--- src/rtl/fetch_unit.sv ---
// fetch_unit: holds the PC, fetches instructions over req/ack and selects the next PC on commit
module fetch_unit #(
   parameter logic [31:0] RESET_PC = 32'h0000_0000,
   parameter int CNT_W = 32
) (
   input  logic             clk,
   input  logic             rst_n,
   output logic             imem_req,
   output logic [31:0]      imem_addr,
   input  logic             imem_ack,
   input  logic [31:0]      imem_rdata,
   output logic [31:0]      instr,
   output logic [5:0]       opcode,
   output logic             instr_valid,
   output logic [31:0]      pc,
   output logic [31:0]      pc_plus4,
   input  logic             advance,
   input  logic             branch,
   input  logic             zero,
   output logic [CNT_W-1:0] retired_count
);
   typedef enum logic [1:0] {IDLE, FETCH, VALID} state_t;
   state_t state;
   logic [31:0] branchTarget, jumpTarget, nextPc;
   // handshake outputs come straight from the state register, never from inputs
   assign imem_req    = state == FETCH;
   assign instr_valid = state == VALID;
   assign imem_addr   = pc;
   assign opcode      = instr[31:26];
   assign pc_plus4    = pc + 32'd4;
   always_comb begin
      branchTarget = pc_plus4 + {{14{instr[15]}}, instr[15:0], 2'b00};
      jumpTarget   = {pc_plus4[31:28], instr[25:0], 2'b00};
      nextPc       = (opcode == 6'b000010) ? jumpTarget : (branch && zero) ? branchTarget : pc_plus4;
   end
   always_ff @(posedge clk or negedge rst_n) begin
      if (!rst_n) begin
         state         <= IDLE;
         pc            <= RESET_PC;
         instr         <= '0;
         retired_count <= '0;
      end else begin
         case (state)
            IDLE: state <= FETCH;
            FETCH: if (imem_ack) begin
               instr <= imem_rdata;
               state <= VALID;
            end
            VALID: if (advance) begin
               pc            <= nextPc;
               retired_count <= retired_count + CNT_W'(1);
               state         <= FETCH;
            end
            default: state <= IDLE;
         endcase
      end
   end
endmodule

--- config.mk ---
export PLATFORM = sky130hd
export DESIGN_NAME = fetch_unit
export DESIGN_NICKNAME = d
export VERILOG_FILES = /design/src/rtl/fetch_unit.sv
export SDC_FILE = /design/constraint.sdc
export NUM_CORES = 1
export LEC_CHECK = 0
export CAP_MARGIN = 10
export CORE_MARGIN = 3
export CORE_UTILIZATION = 49
export DETAILED_ROUTE_END_ITERATION = 16
export MAX_ROUTING_LAYER = met4
export PLACE_DENSITY = 0.88
export SLEW_MARGIN = 30
export SYNTH_ARGS = -nofsm -noshare
export SYNTH_HDL_FRONTEND = slang
export SYNTH_SLANG_ARGS = --single-unit
--- constraint.sdc ---
create_clock -name clk -period 4 [get_ports clk]
set_clock_uncertainty 0.1 [all_clocks]
set_input_delay 0.8 -clock clk [delete_from_list [all_inputs] [get_ports clk]]
set_output_delay 0.8 -clock clk [all_outputs]
set_load 0.005 [all_outputs]
==> results.cfg, run 1 <==
[synth]
synthMuxAreaShare_pct = 5.428
syn-mean-instance-area_um2 = 9.197
ys_types = 80
async_reset_ff_share_pct = 100.0
ys.flop_type = dfrtp_1
synth-compound-area-share_pct = 17.28
ys_seq_area_share_pct = 34.28
syn_area_mm2 = 0.007008
yosys_register_bits = 96
synth_edf_count = 0
yosys_warnings = 0
synth_top_family_by_area = simple AND/OR/NAND/NOR gates
synthAdderAreaFrac_pct = 6.892
syn_inst = 762
synthSimpleGateAreaFrac_pct = 19.18
synth_xor_area_share_pct = 9.516

[critical_path]
crit_type = reg2out
crit_top_cell = buf_4
path_max_fanout = 9
max_stage_delay_ps = 510
crit_buf_inv = 3
critPathSlowestCell = dfrtp_1
crit_chain = nand4_2 -> nor4_4 -> and3_1 -> buf_4 -> nand3_1 -> xnor2_1 -> buf_4 -> clkdlybuf4s50_1
critPathRequiredTime_ps = 3100
cpLargestDelayFamily = simple AND/OR/NAND/NOR gates
end_kind = output port
critPathArrivalTime_ps = 2940
start_kind = flip-flop

[die]
dieArea_mm2 = 0.01577
start_util_pct = 50.29
die_w_um = 125.6
row_count = 43
ioPinCount = 206
core_mm2 = 0.01393
die_y_um = 125.6

[cells_and_area]
multi_input_area_mm2 = 0.004121
n_antenna_cell = 0
nFillCells = 1111
post-route-util_pct = 66.68
drive_gt1_share_pct = 12.86
regArea_mm2 = 0.002404
num-nets-final = 1012
layout_common_cells = clkdlybuf4s50_1 (198), dfrtp_1 (95), nand2_1 (89)
area_delta_synth_final_pct = 32.58
layout_commonest_cell = clkdlybuf4s50_1

[job]
maxCapViolCount = 0

[clocking]
cts-htree-levels = 3
ctsRootBufferMaster = clkbuf_16
postCtsHoldBufs = 0
insertion_delay_ps = 350
cts_num_sinks = 96
clk_pin_slew_ps = 80
clock_path_buffers = 2
numCtsBuffers = 9
cts_tree = built

[outcome]
status = finished clean

[sta]
hold_ws_ps = 361.3
finalMaxSlewViolations = 0
hold_viol = 0
tns_ps = 0
max_slew_margin_pct = 53.95
rsz0062_at_grt = false
min_period_ps = 3843
worst_pin_slew_ps = 687.1
setup_violations = 0
max_freq_mhz = 260.2
period_share_pct = 96.08

[worst_hold_path]
hp-class = in2async

[route]
routedWlPerCell_um = 20.04
drc_errors = 0
drt.antenna.violating_nets = 0
first_pass_iters = 7
vias_per_cell = 5.950
drt-total-wl_mm = 22.47
drt-initial-drc-count = 525
vias = 6670

[global_routing]
track_usage_pct = 29.11
antenna_found_initial = 0
grt_max_degree = 49
grt_overflow = 0
grt_pass1_wl_mm = 35.93
grt_pass1_vias = 6684

[placed_design]
place_hpwl_mm = 17.09
finalWeightedCongestion = 0.9690
io_buffer_count = 199

[power_and_ir_drop]
leakage_nw = 3.971
powerDensity_mw_per_mm2 = 838.5
ir_drop_v = 0.0006508
power.total_mw = 7.791
sequential cells by signal, indices dropped and copies added (netlist names):
register,cells
instr,32
retired_count,32
imem_addr,30
state,2
what timing repair did:
item | in CTS | in global routing
setup buffers | 0 | 1
setup endpoints to repair | 0 | 11
gates resized for setup | 0 | 6
Yosys cell counts, drive strengths merged (3+ instances only):
cell type | number | area, µm²
and3 | 20 | 127.6
o21ai | 43 | 219.0
clkbuf | 22 | 112.6
or3 | 6 | 38.79
xnor2 | 53 | 483.0
a22oi | 3 | 22.52
o21a | 7 | 52.55
nand2b | 4 | 25.02
ha | 37 | 462.9
a21o | 14 | 107.6
o21bai | 3 | 26.27
a2111oi | 3 | 45.05
o211ai | 10 | 80.07
nor2 | 50 | 197.7
nand4 | 17 | 131.4
nor2b | 3 | 18.77
a311oi | 3 | 26.28
nor4 | 5 | 61.31
buf | 47 | 359.1
inv | 12 | 45.04
a31oi | 6 | 37.54
dfrtp | 96 | 2402
o31ai | 5 | 37.54
a21oi | 43 | 222.7
a211oi | 6 | 50.05
o22ai | 11 | 68.82
a211o | 5 | 43.79
xor2 | 21 | 183.9
nand3 | 40 | 230.2
nand2 | 90 | 340.3
and2 | 3 | 21.27
nor3 | 11 | 60.06
mux2 | 32 | 360.4
routing by layer:
| layer | GRT usage [%] | vias to the layer above | part of all wire [%] |
|---|---|---|---|
| li1 | - | 3051 | - |
| met1 | 37.66 | 3245 | 41 |
| met2 | 47.29 | 315 | 49 |
| met3 | 3.930 | 59 | 7.9 |
| met4 | 9.821 | 0 | 2.5 |
| met5 | - | - | 0 |
cell families after synthesis:
logic type      Yosys count
mux                      34
simple gates            260
fa+ha+maj                38
other cells               1
buf+inv                  81
flops                    96
compound gates          178
xor+xnor                 74
worst paths after layout:
check,slack [ps],cells past startpoint,end,from
setup / recovery,160,8,pc_plus4[27],imem_addr[11]
setup reg to reg,220,14,imem_addr[28],imem_addr[7]
min in group clk,390,1,retired_count[26],retired_count[26]
hold reg to reg,390,1,retired_count[26],retired_count[26]
max in group asynchronous,2610,2,imem_addr[8],rst_n
hold / removal,360,1,retired_count[22],rst_n
final cells by class:
cell class                      count  share of cell area [%]
Inverter                           12                  0.4848
Clock inverter                      7                  0.7676
Timing Repair Buffer              227                   23.67
Tap cell                          180                   2.424
Clock buffer                        9                   2.424
Sequential cell                    96                   25.87
Multi-Input combinational cell    590                   44.36
power breakdown:
part / switching [mW] / total, mW / internal [mW]
registers: 0.514 / 1.81 / 1.29
clock network: 0.437 / 0.878 / 0.440
logic: 2.50 / 5.11 / 2.61
total: 3.45 / 7.79 / 4.34
through the flow:
stage | cells | worst slack (ps) | cell area [µm²]
2_1_floorplan | 767 | 589.8 | 7027
3_3_place_gp | 1104 | 318.1 | 8972
3_5_place_dp | 1104 | 262.1 | 8972
4_1_cts | 1120 | 144.4 | 9269
5_1_grt | 1121 | 0.07816 | 9291
6_report | 1121 | 156.9 | 9291
Note: power is estimated with default switching activity, not from simulation.
==> run 2, diff against run 1 <==
==> constraint.sdc (replaced) <==
create_clock -name clk -period 4.4 [get_ports clk]
set_clock_uncertainty 0.1 [all_clocks]
set_input_delay 0.88 -clock clk [delete_from_list [all_inputs] [get_ports clk]]
set_output_delay 0.88 -clock clk [all_outputs]
set_load 0.005 [all_outputs]
==> results.cfg, run 2 (synthesized netlist as in run 1, its figures left out) <==
[sta]
finalMaxSlewViolations = 0
finalWorstSetupSlack_ps = 375.0
hold_viol = 0
max_slew_margin_pct = 48.56
tns_ps = 0
rsz0062_at_grt = false
min_period_ps = 4025
worst_pin_slew_ps = 771.6
period_share_pct = 91.48
setup_violations = 0
max_freq_mhz = 248.4

[power_and_ir_drop]
powerDensity_mw_per_mm2 = 762.7
pwr-share-clk_pct = 11.5
p_int_mw = 3.900
leakage_nw = 3.915
combPwrFrac_pct = 64.4
power_frac_seq_pct = 24.1
power.total_mw = 6.998
p_sw_share_pct = 44.27
ir_drop_v = 0.0005324
p_sw_mw = 3.098

[global_routing]
grt_overflow = 0
track_usage_pct = 28.14
grt_pass1_vias = 6374
grt_pass1_wl_mm = 34.91
antenna_found_initial = 0
grt_max_degree = 49

[cells_and_area]
multi_input_area_mm2 = 0.004115
layout_commonest_cell = clkdlybuf4s50_1
post-route-util_pct = 65.84
fin_cells = 1107
regArea_mm2 = 0.002402
nFillCells = 1097
n_antenna_cell = 0
num-nets-final = 998
layout_common_cells = clkdlybuf4s50_1 (198), dfrtp_1 (96), nand2_1 (89)
area_delta_synth_final_pct = 30.92
drive_gt1_share_pct = 11.22

[critical_path]
end_kind = flip-flop
crit_top_cell = ha_1
max_stage_delay_ps = 450
path_max_fanout = 9
critPathRequiredTime_ps = 4520
critPathSlowestCell = dfrtp_1
critPathArrivalTime_ps = 4150
crit_chain = ha_1 -> nand4_1 -> nor2_1 -> nand3_1 -> xnor2_1 -> ha_1 -> a21o_1 -> a21oi_1 -> o21ai_0 -> a2111oi_0 -> o22ai_1 -> a222oi_1 -> o21ai_1
crit_type = reg2reg
start_kind = flip-flop

[route]
vias = 6553
drt-initial-drc-count = 694
drc_errors = 0
drt.antenna.violating_nets = 0
vias_per_cell = 5.920
routedWlPerCell_um = 19.89
drt-total-wl_mm = 22.02
first_pass_iters = 5

[clocking]
clk_pin_slew_ps = 70
cts_num_sinks = 96
cts_tree = built
ctsRootBufferMaster = clkbuf_16
cts-htree-levels = 3
clock_path_buffers = 2
numCtsBuffers = 9
postCtsSetupRepairBufs = 0
insertion_delay_ps = 350

[placed_design]
io_buffer_count = 199
numPlacedInstances = 1091
place_hpwl_mm = 16.64
pre_cts_slack_ps = 429.8
finalWeightedCongestion = 0.9680

[die]
start_util_pct = 50.29
die_w_um = 125.6
die_y_um = 125.6
core_mm2 = 0.01393
dieArea_mm2 = 0.01577
row_count = 43
ioPinCount = 206

[worst_hold_path]
hp-class = in2async

[job]
maxCapViolCount = 0

[outcome]
status = finished clean
## run 2: changes by cell type in the layout (fill, tap and decap cells not counted), sizes merged
cell | before | now
inv | 15 | 17
clkinvlp | 2 | 1
buf | 29 | 15
clkinv | 2 | 0
clkbuf | 9 | 10
## run 2: worst paths after layout
kind                                         from           endpoint  slack (ps)  cells after the start
worst min-delay path                        rst_n  retired_count[16]         300                      1
min in group clk                retired_count[10]  retired_count[10]         390                      1
worst max-delay path                 imem_addr[3]      imem_addr[30]         380                     13
worst min register to register  retired_count[10]  retired_count[10]         390                      1
max in group asynchronous                   rst_n           instr[7]        3050                      2
worst max register to register       imem_addr[3]      imem_addr[30]         380                     13
## run 2: critical path, delay by kind of cell (launching register included)
family / cells / cell delay, ps
simple gates: 3 / 850
fa+ha+maj: 2 / 630
xor+xnor: 1 / 270
flops: 1 / 450
compound gates: 7 / 1590
## run 2: layout make-up
cell class,instances,area share (%)
repair buffers,213,22.83
inverters,12,0.4909
well taps,180,2.455
clock buffers,10,2.605
multi-input cells,590,44.85
flip-flops and latches,96,26.18
clock inverters,6,0.5864
## run 2: per-stage QoR
| stage | instance area, µm² | hold slack, ps |
|---|---|---|
| after CTS | 9168 | 304.5 |
| after floorplan | 7027 | 368.3 |
| after global routing | 9175 | 317.7 |
| after global placement | 8875 | 365.3 |
| final | 9175 | 300.6 |
| after detailed placement | 8875 | 385.1 |
## run 2: what timing repair did
action / 4_1_cts / 5_1_grt
hold buffers: 0 / 0
endpoints found under the setup margin: 0 / 1
gates resized for setup: 0 / 1
## run 2: power by group through the flow
stage	clock (mW)	sequential, mW	combinational (mW)
2_1_floorplan	0	1.57	2.75
3_3_place_gp	0	1.67	4.39
3_5_place_dp	0	1.68	4.42
4_1_cts	0.816	1.67	4.46
5_1_grt	0.847	1.73	4.90
6_report	0.803	1.69	4.51
## run 2: metal layers
layer  up-vias  track usage, %  wire length, µm
met5         -               -                0
met4         0           9.694              568
met3        50           3.503             1724
met2       349           44.43            10460
met1      3121           37.61             9268
li1       3033               -                -
==> run 3, diff against run 2 <==
--- a/config.mk
+++ b/config.mk
@@ -9,6 +9,7 @@
 export CORE_MARGIN = 3
 export CORE_UTILIZATION = 49
 export DETAILED_ROUTE_END_ITERATION = 16
+export HOLD_SLACK_MARGIN = 0.1
 export MAX_ROUTING_LAYER = met4
 export PLACE_DENSITY = 0.88
 export SLEW_MARGIN = 30
==> results of run 3 <==
Same layout as run 2: the final DEF is identical, and so are final timing and power.
==> variant 1, RTL diff (config.mk and constraints of run 2) <==
The parameter `CNT_W` goes from 32 to 36.
--- a/src/rtl/fetch_unit.sv
+++ b/src/rtl/fetch_unit.sv
@@ -3,3 +3,3 @@
    parameter logic [31:0] RESET_PC = 32'h0000_0000,
-   parameter int CNT_W = 32
+   parameter int CNT_W = 36
 ) (
Interface: changed (resized retired_count); port bits go from 206 to 210. No check against the original RTL was run, so the function may have changed too.
==> variant 1 against run 2 <==
- cell area increased by 0.23%
- non-clock buffer count increased by 6
- die area decreased by 2.5%
- total power decreased by 2.8%
- worst setup slack got worse by 170 ps
- clock power about the same
- sequential cell count increased by 4
- final cell count decreased by 0.27%
- area after synthesis decreased by 2.6%
- routed wire length decreased by 8.6%
- largest power group unchanged
==> variant 1: results (changes against run 2) <==
[power]
pwr-share-comb_pct=63.7  ; -0.7 points
switchingPower_mw=2.89  ; -6.9%
vdd_drop_max_v=0.000590  ; +11%
p_leak_nw=3.98  ; +1.7%
power.share.sequential_pct=24.5  ; +0.4 points

[placed_design]
port_buffers=203  ; +2.0%
hpwlAfterDp_mm=15.0  ; -9.5%
gp_congestion=0.976  ; +0.86%

[layout]
regMostFlops=retired_count
drive_above_1_share_pct=9.38  ; -1.8 points
fillers=1090  ; -0.64%
nets=999  ; +0.10%

[worst_setup_path]
path_class=register to output pin
worstReg2RegStart=imem_addr[2]$_DFFE_PN0P_
timing.reg2reg.setup_slack_ps=250  ; -130 ps
timing.rr.end=imem_addr[31]$_DFFE_PN0P_
worst-r2r-cell-count=16  ; +3
setup.worst_path.end=pc_plus4[28]
worstPathMaxFanout=4  ; -5

[synth]
seq_area_frac_synth_pct=36.7  ; +2.4 points
ys_types=54  ; -33%
yosys-top-cells-area=dfrtp_1, xnor2_1, ha_1
ys_top_cells_by_count=dfrtp_1, nand2_1, o21ai_0

[routing]
wl_per_cell_microns=18.2  ; -8.3%
drt_iter0_markers=467  ; -33%
post_drt_via_cell_ratio=5.75  ; -2.9%
first_pass_iters=6  ; +1

[grt]
grt_pass1_wl_mm=31.7  ; -9.1%
grt_max_degree=85  ; +73%
grt_pass1_vias=6287  ; -1.4%

[hold_path]
holdPathEnd=retired_count[35]$_DFFE_PN0P_
holdCritPathClass=register to register

[outcome]
status=completed

[sta]
slew_headroom_pct=37.5  ; -11 points

[clock_network]
cts_max_level=3  ; unchanged

## variant 1: cell count changes after synthesis, moves of 5 or more
cell,before,now
xor2_1,21,30
xnor2_1,52,58
o211ai_1,9,18
o21a_1,7,1
a211o_1,5,0
o21ai_0,39,59
o22ai_1,11,2
a211oi_1,5,10
inv_1,12,20
nor2_1,46,37
## variant 1: area by class of cell
type,instances,area share (%)
Clock buffer,10,2.60
Clock inverter,6,0.558
Inverter,20,0.816
Multi-Input combinational cell,573,43.0
Sequential cell,100,27.2
Tap cell,176,2.39
Timing Repair Buffer,219,23.4
## variant 1: worst max-delay path, stage by stage (launching register included)
cell             delay [ps]
dfrtp_1                 370
ha_1                    250
inv_1                    60
or3_4                   430
nor2_4                  180
buf_4                   160
and3_1                  220
nand2_1                 160
nor2_1                  150
xor2_1                  290
clkdlybuf4s50_1         570
## variant 1: logic make-up after synthesis
logic type | synth area share, %
xor+xnor | 11.3
mux | 5.72
other cells | 0.0550
fa+ha+maj | 7.08
compound gates | 16.4
buf+inv | 6.93
simple gates | 15.9
flops | 36.7
## variant 1: metal layers
metal / vias up / share of wire [%] / global-route usage [%]
met5: - / 0 / -
met3: 35 / 6.5 / 5.04
met4: 0 / 1.9 / 7.32
met2: 264 / 50 / 44.2
met1: 3083 / 42 / 34.5
li1: 2962 / - / -
## variant 1: through the flow
stage               instance area (sq um)  power, mW  cells  setup slack [ps]
floorplan                            6840       4.18    757               449
global placement                     8810       5.81   1087               227
detailed placement                   8810       5.91   1087              80.7
CTS                                  9100       6.74   1103              28.4
global route                         9200       7.33   1104             -5.59
finish                               9200       6.80   1104               209
## variant 1: what timing repair did
item                                    CTS  global route
pin swaps                                 0             2
resized for setup                         1            14
gates cloned                              0             0
buffers inserted                          0             1
endpoints found under the setup margin    1             9
==> variant 2, RTL diff (settings of run 2) <==
Without the edit above. Encoding of `state_t`: now one-hot (3 bits for 3 states).
--- a/src/rtl/fetch_unit.sv
+++ b/src/rtl/fetch_unit.sv
@@ -21,3 +21,3 @@
 );
-   typedef enum logic [1:0] {IDLE, FETCH, VALID} state_t;
+   typedef enum logic [2:0] {IDLE = 3'b001, FETCH = 3'b010, VALID = 3'b100} state_t;
    state_t state;
Check against the original RTL: same outputs for any inputs over 4 cycles, from zero or initial values and one cycle with rst_n low; so few cycles prove little.
==> variant 2 against run 2 <==
- cell area down 0.12%
- highest routed layer unchanged
- sequential power down 5%
- total power down 12%
- combinational power down 15%
- sequential cell count up 1
- worst setup slack worse by 200 ps
- area after synthesis down 1.9%
- synthesized cell count down 0.52%
- routed wire length down 6.7%
- count of clock-buffer cells in the layout up 1
- largest cell class unchanged
==> variant 2: results (changes against run 2) <==
[outcome]
status=completed

[routing]
num_vias=6515  ; -0.58%
drt_iter0_markers=531  ; -23%
wirelength_mm=20.5  ; -6.7%
wl_per_cell_microns=18.5  ; -7.0%

[layout]
signal_buffers=223  ; +4.7%
multi_input_area_share_pct=43.7  ; -1.1 points
nets=1005  ; +0.70%
seqCellArea_sq_um=2430  ; +1.3%
multi_input_cells=583  ; -1.2%
n_clock_buffer=11  ; +1
fillers=1076  ; -1.9%
clk_share_pct=2.98  ; -0.21 points
drive_above_1_share_pct=10.2  ; -1.0 points
buf_share_pct=23.7  ; +0.89 points
syn2layout_area_growth_pct=33.4
inverters=15  ; +3

[placed_design]
dpl.cell_count=1094  ; +0.27%
dp_slack_ps=291  ; -139 ps
gp_congestion=0.938  ; -3.1%
post_dp_cell_area_sq_um=8860  ; -0.18%
hpwlAfterDp_mm=15.5  ; -7.0%

[synth]
synth_compound_area_share_pct=16.4  ; -0.88 points
synth_xor_area_share_pct=9.69  ; +0.17 points
yosys-top-cells-area=dfrtp_1, ha_1, xnor2_1
synth_seq_cells=97  ; +1.0%
ys_top_cells_by_count=dfrtp_1, nand2_1, o21ai_0
synth_fa_ha_area_share_pct=7.03  ; +0.14 points
seq_area_frac_synth_pct=35.3  ; +1.1 points
ys_warn_count=0  ; unchanged
synthMuxAreaShare_pct=6.15  ; +0.73 points
syn_inst=758  ; -0.52%
ys_types=68  ; -15%

[worst_setup_path]
worst-r2r-cell-count=14  ; +1
timing.reg2reg.setup_slack_ps=270  ; -110 ps
worstReg2RegStart=imem_addr[3]$_DFFE_PN0P_
cp_slowest_cell=clkdlybuf4s50_1
critPathTopFamily=simple AND/OR/NAND/NOR gates
timing.rr.end=imem_addr[29]$_DFFE_PN0P_
startpoint=imem_addr[4]$_DFFE_PN0P_
cp.arrival_ps=3250  ; -900 ps
crit_path_max_incr_delay_ps=580  ; +130 ps
worstPathMaxFanout=8  ; -1

[clock_network]
root_buffer=clkbuf_16

[hold_path]
min-delay-start=retired_count[31]$_DFFE_PN0P_
holdCritPathClass=register to register

[sta]
setup_ws_ps=175  ; -200 ps
hold_slack_ps=379  ; +78.2 ps
slew_headroom_pct=54.1  ; +5.5 points

[grt]
grt_pass1_vias=6338  ; -0.56%
antenna_found_initial=0  ; unchanged
grt_pass1_wl_mm=33.2  ; -4.9%
grt_util_all_layers_pct=26.7  ; -1.5 points
grt_max_degree=77  ; +57%

[power]
p_leak_nw=3.83  ; -2.2%
vdd_drop_max_v=0.000490  ; -7.9%

[variant 2: worst max path at each step]
stage	to	depth (start not counted)
after floorplan	imem_addr[29]$_DFFE_PN0P_	15
after CTS	pc_plus4[30]	9
after detailed placement	imem_addr[23]$_DFFE_PN0P_	14
final	pc_plus4[31]	6
after global routing	imem_addr[29]$_DFFE_PN0P_	15
after global placement	imem_addr[29]$_DFFE_PN0P_	14
[variant 2: routing by layer]
metal	share of wire, %	wire (microns)	global-route usage, %	vias up
li1	-	-	-	3043
met1	43	8910	35.6	3145
met4	1.8	378	8.25	0
met2	48	9770	42.3	294
met3	7.2	1480	3.82	33
met5	0	0	-	-
[variant 2: report_power, final]
group | switching [mW] | leakage [nW] | internal (mW)
registers | 0.433 | 1.24 | 1.17
logic | 1.80 | 2.47 | 2.03
clock network | 0.354 | 0.128 | 0.389
total | 2.59 | 3.83 | 3.59
[variant 2: repair_timing]
item / CTS / global route
hold endpoints to repair: 0 / 0
endpoints found under the setup margin: 0 / 5
resized for setup: 0 / 10
